<file path="src/rtl/mult_seq.sv">
// ---------------------------------------------------------------------------
// mult_seq
// Sequential signed multiplier. It uses radix-2 Booth recoding and runs one
// iteration per clock. After WIDTH iterations the full 2*WIDTH-bit two's
// complement product is loaded into HI/LO, and done pulses for one cycle.
//
// Ports
//   clk      in   1      single clock, rising edge
//   reset    in   1      asynchronous, active-high reset
//   start    in   1      begin a multiply (only accepted from idle)
//   A        in   WIDTH  multiplicand, two's complement, latched on accept
//   B        in   WIDTH  multiplier, two's complement, latched on accept
//   HI       out  WIDTH  upper half of the last product (registered)
//   LO       out  WIDTH  lower half of the last product (registered)
//   busy     out  1      high while an operation is in flight
//   done     out  1      one-cycle pulse when HI/LO take a new result
//   counter  out  6      Booth iterations completed in this operation
// ---------------------------------------------------------------------------
module mult_seq #(
    parameter int WIDTH = 32
) (
    input  logic             clk,
    input  logic             reset,
    input  logic             start,
    input  logic [WIDTH-1:0] A,
    input  logic [WIDTH-1:0] B,
    output logic [WIDTH-1:0] HI,
    output logic [WIDTH-1:0] LO,
    output logic             busy,
    output logic             done,
    output logic [5:0]       counter
);

    typedef enum logic [1:0] {
        IDLE,
        CALC,
        FINISH
    } state_t;

    state_t           state_q, state_d;
    logic [WIDTH-1:0] mcand_q;
    logic [WIDTH-1:0] q_q;
    logic             qm1_q;
    logic [WIDTH:0]   acc_q;
    logic [5:0]       cnt_q;
    logic [WIDTH-1:0] hi_q, lo_q;
    logic             done_q;

    logic             accept;
    logic [WIDTH:0]   mcandExt;
    logic [WIDTH:0]   sum;

    // The cycle in which done is high is already IDLE. A start seen in that
    // cycle must still be ignored, so the done pulse blocks acceptance.
    assign accept = (state_q == IDLE) && start && !done_q;

    // Booth add/subtract step. The accumulator is one bit wider than the
    // operands, so negating the most negative multiplicand cannot overflow.
    always_comb begin
        mcandExt = {mcand_q[WIDTH-1], mcand_q};
        sum      = acc_q;
        case ({q_q[0], qm1_q})
            2'b01:   sum = acc_q + mcandExt;
            2'b10:   sum = acc_q - mcandExt;
            default: sum = acc_q;
        endcase
    end

    // State register.
    always_ff @(posedge clk or posedge reset) begin
        if (reset) begin
            state_q <= IDLE;
        end else begin
            state_q <= state_d;
        end
    end

    // Next-state logic. CALC leaves on the edge that completes iteration WIDTH.
    always_comb begin
        state_d = state_q;
        case (state_q)
            IDLE:    if (accept) state_d = CALC;
            CALC:    if (cnt_q == 6'(WIDTH - 1)) state_d = FINISH;
            FINISH:  state_d = IDLE;
            default: state_d = IDLE;
        endcase
    end

    // Output decode from the state.
    always_comb begin
        busy = (state_q != IDLE);
    end

    // Datapath. After the last shift, {acc[WIDTH-1:0], Q} holds the product.
    // The extra accumulator bit is only a guard bit.
    always_ff @(posedge clk or posedge reset) begin
        if (reset) begin
            mcand_q <= '0;
            q_q     <= '0;
            qm1_q   <= 1'b0;
            acc_q   <= '0;
            cnt_q   <= '0;
            hi_q    <= '0;
            lo_q    <= '0;
            done_q  <= 1'b0;
        end else begin
            done_q <= (state_q == FINISH);
            case (state_q)
                IDLE: begin
                    if (accept) begin
                        mcand_q <= A;
                        q_q     <= B;
                        qm1_q   <= 1'b0;
                        acc_q   <= '0;
                        cnt_q   <= '0;
                    end
                end
                CALC: begin
                    acc_q <= {sum[WIDTH], sum[WIDTH:1]};
                    q_q   <= {sum[0], q_q[WIDTH-1:1]};
                    qm1_q <= q_q[0];
                    cnt_q <= cnt_q + 6'd1;
                end
                FINISH: begin
                    hi_q  <= acc_q[WIDTH-1:0];
                    lo_q  <= q_q;
                    cnt_q <= '0;
                end
                default: ;
            endcase
        end
    end

    assign HI      = hi_q;
    assign LO      = lo_q;
    assign done    = done_q;
    assign counter = cnt_q;

endmodule
</file>
<file path="config.mk">
export PLATFORM = sky130hd
export DESIGN_NAME = mult_seq
export DESIGN_NICKNAME = d
export VERILOG_FILES = /design/src/rtl/mult_seq.sv
export SDC_FILE = /design/constraint.sdc
export NUM_CORES = 1
export LEC_CHECK = 0
export ABC_AREA = 1
export ABC_CLOCK_PERIOD_IN_PS = 9400
export CORE_MARGIN = 2
export CORE_UTILIZATION = 30
export CTS_CLUSTER_DIAMETER = 120
export CTS_CLUSTER_SIZE = 30
export DETAILED_ROUTE_END_ITERATION = 10
export PLACE_DENSITY = 0.54
export SETUP_SLACK_MARGIN = 0.02
export SYNTH_ARGS = -nofsm -noshare
export SYNTH_HDL_FRONTEND = slang
export SYNTH_SLANG_ARGS = --single-unit
</file>
<file path="constraint.sdc">
create_clock -name clk -period 9.4 [get_ports clk]
set_input_delay 1.88 -clock clk [delete_from_list [all_inputs] [get_ports clk]]
set_output_delay 1.88 -clock clk [all_outputs]
set_load 0.1 [all_outputs]
</file>
==> run summary, run 1 <==
Initial antenna violation count -> 0
Post-Synthesis Cell Area -> 9850 sq um
Post-Syn Nets -> 1,404
RSZ-0062 raised after global routing -> false
Synth Area per Inst -> 7.57 sq um
# port buffers -> 138
Die Y -> 185 um
DR iter-0 viols -> 596
Post-CTS setup repair buffer count -> 0
Synth async-reset ratio -> 100%
CP Buf/Inv Count -> 2
GR Util met3 -> 2.99%
Type of the most critical hold path -> flop to flop
Placer Congestion -> 0.896
Top delay family on crit path -> buffers and inverters
Routed wire length per instance -> 15.0 um
Delay of the slowest cell on the worst path -> 0.97 ns
Vias in the first global route -> 8,349
Maximum Capacitance Violations -> 0
Achievable clock frequency -> 250 MHz
Area Overhead vs Synth -> 24.2%
M1 GR Usage -> 24.8%
Antenna Cells -> 0
Critical path endpoint category -> output pin
Cts bufs inserted -> 17
Clock skew -> 0.0133 ns
Number of synthesized flops with an enable pin -> 0
DR vias -> 8,663
Skew-Pair Late Insertion Delay -> 0.45 ns
Busiest grt layer -> met2
Die ar. -> 34,300 sq um
Flops & latches, synth -> 170
Slew @ Worst Pin -> 1.07 ns
First-pass DRT Iterations -> 5
Most frequent cells in the layout -> nand2_1 (358), inv_1 (175), dfrtp_1 (170), clkdlybuf4s50_1 (138), o21ai_0 (126)
Via/cell ratio -> 4.63
Post-CTS sizing -> 0
# setup viols final -> 0
Status -> finished, final reports clean
Critical Path Source -> state_q[0]
H-tree depth -> 4
Yosys warns -> 0
Worst path arrival time -> 2.12 ns
Share of cells above drive strength 1 -> 4.55%
Fin. Hold Viols -> 0
Row count -> 66
Filler Cells Inserted -> 3,425
Met2 Usage GRT -> 25.6%
Root Buffer -> clkbuf_16
Crit path launch type -> flop
Pins over their slew limit -> 0
Cell Chain, Critical Path -> nor2_1, inv_1, clkdlybuf4s50_1
Post-route setup TNS -> 0 ns
Largest net degree at the start of global routing -> 111
DPL Wire Length -> 20,900 um
Seq/Total Area, Yosys -> 43.2%
Sink Count -> 170
Max-slew headroom -> 28.6%
Slowest cell on crit path -> clkdlybuf4s50_1
Tmin final -> 4.00 ns
Die X-Extent -> 185 um
CP Class -> flop to output pin
Core Footprint -> 32,500 sq um
DRC Markers -> 0
Routed Antenna Nets -> 0
Hold_sp -> HI[4]
First-pass GRT wire length -> 44,800 um
Starting Density -> 30.3%
I/O pin count -> 139
GRT Residual Overflow -> 0
Syn Inst Count -> 1,301
Max FO, Critical Path -> 4
Clock Path Buffers -> 2
Wirelength, routed -> 28,000 um
Commonest non-fill, non-tap cell in the layout -> nand2_1
Netlist cell types -> 43
Post-layout nets -> 1,520
Reg-to-Reg Start -> qm1_q
All-Layer GR Usage -> 16.8%
Ratio of final minimum period to clock period -> 42.5%
Hold_buf cts -> 0
WP data required -> 7.52 ns
Post-synth top flop -> dfrtp_1
Clk slew on worst S/H paths -> 0.07 ns
CTS tree -> yes
[metal layers]
metal | up-vias | wire (um)
met5 | - | 0
met2 | 228 | 12000
met1 | 3947 | 14500
li1 | 4474 | -
met4 | 0 | 191
met3 | 14 | 1380
[cell type report]
cell class / count / area [sq um] / area share, %
clock inverters: 15 / 178 / 1.45
clock buffers: 17 / 425 / 3.48
repair buffers: 143 / 1420 / 11.6
well taps: 442 / 553 / 4.52
multi-input cells: 903 / 4720 / 38.6
flip-flops and latches: 170 / 4250 / 34.8
inverters: 182 / 689 / 5.63
[kinds of logic (layout without fill, tap and decap cells)]
| group | Yosys count | after routing | synth area share, % |
|---|---|---|---|
| adder cells (fa/ha/maj) | 36 | 36 | 4.65 |
| XOR/XNOR | 38 | 38 | 3.38 |
| buffers and inverters | 228 | 357 | 8.93 |
| flip-flops | 170 | 170 | 43.2 |
| AND/OR/NAND/NOR | 556 | 556 | 23.5 |
| AO/OA/AOI/OAI | 273 | 273 | 16.3 |
[synthesized netlist by cell type (2+ instances only)]
| cell type | instances | area share, % |
|---|---|---|
| nand2_1 | 359 | 14 |
| inv_1 | 177 | 6.7 |
| dfrtp_1 | 170 | 43 |
| o21ai_0 | 126 | 6.4 |
| nor2_1 | 92 | 3.5 |
| a21oi_1 | 52 | 2.6 |
| nand3_1 | 41 | 2.1 |
| ha_1 | 35 | 4.4 |
| clkbuf_1 | 28 | 1.1 |
| xor2_1 | 28 | 2.5 |
| nor3_1 | 26 | 1.3 |
| o22ai_1 | 22 | 1.4 |
| o211ai_1 | 19 | 1.4 |
| o21bai_1 | 18 | 1.4 |
| buf_2 | 16 | 0.81 |
| a221oi_1 | 15 | 1.3 |
| nand4_1 | 10 | 0.64 |
| xnor2_1 | 10 | 0.89 |
| o221ai_1 | 7 | 0.62 |
| nand3b_1 | 6 | 0.46 |
| inv_2 | 4 | 0.15 |
| nand2_2 | 4 | 0.25 |
| nor2_4 | 4 | 0.46 |
| nor2_2 | 3 | 0.19 |
| nor3_2 | 3 | 0.30 |
| nor4_1 | 3 | 0.19 |
| o21a_1 | 3 | 0.23 |
| o21ai_2 | 3 | 0.27 |
| a21o_1 | 2 | 0.15 |
| a31oi_1 | 2 | 0.13 |
[tightest hold or removal path: cells and delay by family, from the launching register on]
family	cells	cell delay, ns
simple gates	2	0.11
flops	1	0.35
[metrics by stage]
step / std cells / util, % / worst slack (ns) / hold WS (ns) / instance area (sq um)
floorplan: 1301 / - / 2.92 / 0.477 / 9850
global placement: 1840 / 35.8 / 5.06 / 0.465 / 11600
detailed placement: 1840 / 35.8 / 5.05 / 0.469 / 11600
CTS: 1872 / 37.7 / 5.39 / 0.486 / 12200
global route: 1872 / 37.7 / 5.16 / 0.497 / 12200
finish: 1872 / 37.7 / 5.40 / 0.484 / 12200
[state kept, by name, indices dropped and copies added (netlist names)]
| signal | count |
|---|---|
| LO | 32 |
| qm1_q | 1 |
| state_q | 2 |
| done | 1 |
| acc_q | 32 |
| counter | 6 |
| HI | 32 |
| q_q | 32 |
| mcand_q | 32 |
[final timing paths]
path                        endpoint  slack [ns]  cells after the start
hold reg to reg                HI[4]        0.48                      2
min in group asynchronous     LO[30]        2.04                      2
setup / recovery                busy        5.40                      3
setup reg to reg           acc_q[30]        5.65                     19
max in group asynchronous     HI[28]        5.97                      3
hold / removal                 HI[4]        0.48                      2
Power of run 1 is not shown: default switching activity piles up to over one toggle a cycle in this logic, so the estimate is an artifact.
==> run 2: changes to the inputs <==
ABC_CLOCK_PERIOD_IN_PS = 4100   (was 9400)
clock period = 4.1 ns   (was 9.4 ns; I/O delays follow)
==> run summary, run 2 (same netlist as run 1, synthesis figures left out) <==
Most frequent cells in the layout -> nand2_1 (358), inv_1 (175), dfrtp_1 (170), clkdlybuf4s50_1 (138), o21ai_0 (126)
Core Footprint -> 32,500 sq um (unchanged)
Clk slew on worst S/H paths -> 0.07 ns (about the same)
Die ar. -> 34,300 sq um (unchanged)
Multi-input gate area -> 4720 sq um (unchanged)
Clock Path Buffers -> 2 (unchanged)
# port buffers -> 138 (unchanged)
Share of cells above drive strength 1 -> 4.81% (+0.27 points)
Max FO, Critical Path -> 5 (+1)
Largest net degree at the start of global routing -> 101 (-9.0%)
Type of the most critical hold path -> flop to flop
All-Layer GR Usage -> 17.2% (+0.44 points)
Routed wire length per instance -> 15.2 um (+1.6%)
Hold_buf cts -> 0 (unchanged)
Worst path arrival time -> 3.79 ns (+1.67 ns)
Max-slew headroom -> 28.3% (-0.31 points)
DRC Markers -> 0 (unchanged)
DR vias -> 8,839 (+2.0%)
Total placed cells including tap cells -> 1,844 (+0.22%)
Die X-Extent -> 185 um (unchanged)
Final non-filler cell total -> 1,876 (+0.21%)
First-pass DRT Iterations -> 4 (-1)
DR iter-0 viols -> 675 (+13%)
Antenna Cells -> 0 (unchanged)
Initial antenna violation count -> 0 (unchanged)
Routed Antenna Nets -> 0 (unchanged)
I/O pin count -> 139 (unchanged)
WP data required -> 4.44 ns (-3.08 ns)
Skew-Pair Late Insertion Delay -> 0.45 ns (about the same)
Die Y -> 185 um (unchanged)
Tmin final -> 3.45 ns
Reg area -> 4250 sq um (unchanged)
Pins over their slew limit -> 0 (unchanged)
H-tree depth -> 4 (unchanged)
Root Buffer -> clkbuf_16
Achievable clock frequency -> 290 MHz
RSZ-0062 raised after global routing -> false
Placer Congestion -> 0.885 (-1.2%)
First-pass GRT wire length -> 45,700 um (+2.0%)
Post-layout nets -> 1,524 (+0.26%)
Wirelength, routed -> 28,600 um (+1.9%)
Post-CTS sizing -> 0 (unchanged)
Ratio of final minimum period to clock period -> 84.1%
Status -> finished, final reports clean
Fin. Hold Viols -> 0 (unchanged)
Row count -> 66 (unchanged)
# setup viols final -> 0 (unchanged)
CP Class -> flop to flop
Starting Density -> 30.3% (unchanged)
Post-CTS setup repair buffer count -> 0 (unchanged)
Vias in the first global route -> 8,461 (+1.3%)
Crit path launch type -> flop
GRT Residual Overflow -> 0 (unchanged)
Worst hold slack -> 0.481 ns (-0.00325 ns)
Cts bufs inserted -> 17 (unchanged)
Filler Cells Inserted -> 3,431 (+0.18%)
Maximum Capacitance Violations -> 0 (unchanged)
CTS tree -> yes
Commonest non-fill, non-tap cell in the layout -> nand2_1
Via/cell ratio -> 4.71 (+1.8%)
Post-route setup TNS -> 0 ns (unchanged)
Clock skew -> 0.0162 ns (+0.00295 ns)
DPL Wire Length -> 21,500 um (+2.7%)
Slew @ Worst Pin -> 1.07 ns (+0.00465 ns)
Area Overhead vs Synth -> 24.6%
Critical path endpoint category -> flop
Sink Count -> 170 (unchanged)
==> run 2: cell count changes in the layout (fill, tap and decap cells not counted) <==
cell	previous run	this run
buf_12	0	2
buf_4	5	7
bufinv_16	0	1
clkinv_2	2	4
clkinv_8	6	2
clkinvlp_4	0	2
inv_6	5	3
inv_8	2	3
==> run 2: final timing paths <==
| path | from | to | slack [ns] | cells past startpoint |
|---|---|---|---|---|
| worst max-delay path | mcand_q[0] | acc_q[29] | 0.65 | 19 |
| worst min-delay path | HI[19] | HI[19] | 0.48 | 2 |
| worst max register to register | mcand_q[0] | acc_q[29] | 0.65 | 19 |
| worst min register to register | HI[19] | HI[19] | 0.48 | 2 |
| max in group asynchronous | reset | HI[22] | 2.76 | 3 |
| min in group asynchronous | reset | q_q[26] | 0.85 | 3 |
==> run 2: final cells by class <==
| type | instances | area share [%] |
|---|---|---|
| timing repair buffer | 147 | 12.0 |
| inverter | 182 | 5.61 |
| clock buffer | 17 | 3.47 |
| sequential | 170 | 34.7 |
| clock inverter | 15 | 1.33 |
| multi-input combinational | 903 | 38.4 |
| tap | 442 | 4.51 |
==> run 2: layer usage <==
metal | vias up | track usage (%) | part of all wire [%]
li1 | 4483 | - | -
met1 | 4079 | 25.8 | 52
met2 | 254 | 25.5 | 42
met3 | 23 | 2.77 | 5.1
met4 | 0 | 4.54 | 1.4
met5 | - | 0 | 0
==> run 2: through the flow <==
step	utilization, %	setup slack, ns	cell area (sq um)
final	37.8	0.654	12300
after global routing	37.8	0.409	12300
after CTS	37.8	0.721	12300
after detailed placement	36.0	0.746	11700
after global placement	36.0	0.749	11700
after floorplan	-	1.11	9850
==> run 2: critical path: stages (launching register included) <==
cell	delay [ns]
dfrtp_1	0.40
inv_1	0.13
ha_1	0.25
nand2_2	0.11
nor2_4	0.16
nand2_4	0.08
nor2_4	0.12
inv_1	0.07
nor3_2	0.22
nor2_1	0.10
xnor2_1	0.26
ha_1	0.33
nand2_1	0.20
o21bai_1	0.13
a21oi_1	0.24
nor2_1	0.11
nor2_1	0.15
nand3_1	0.09
nand3_1	0.11
nand2_1	0.06
Power of run 2 is left out for the same reason.
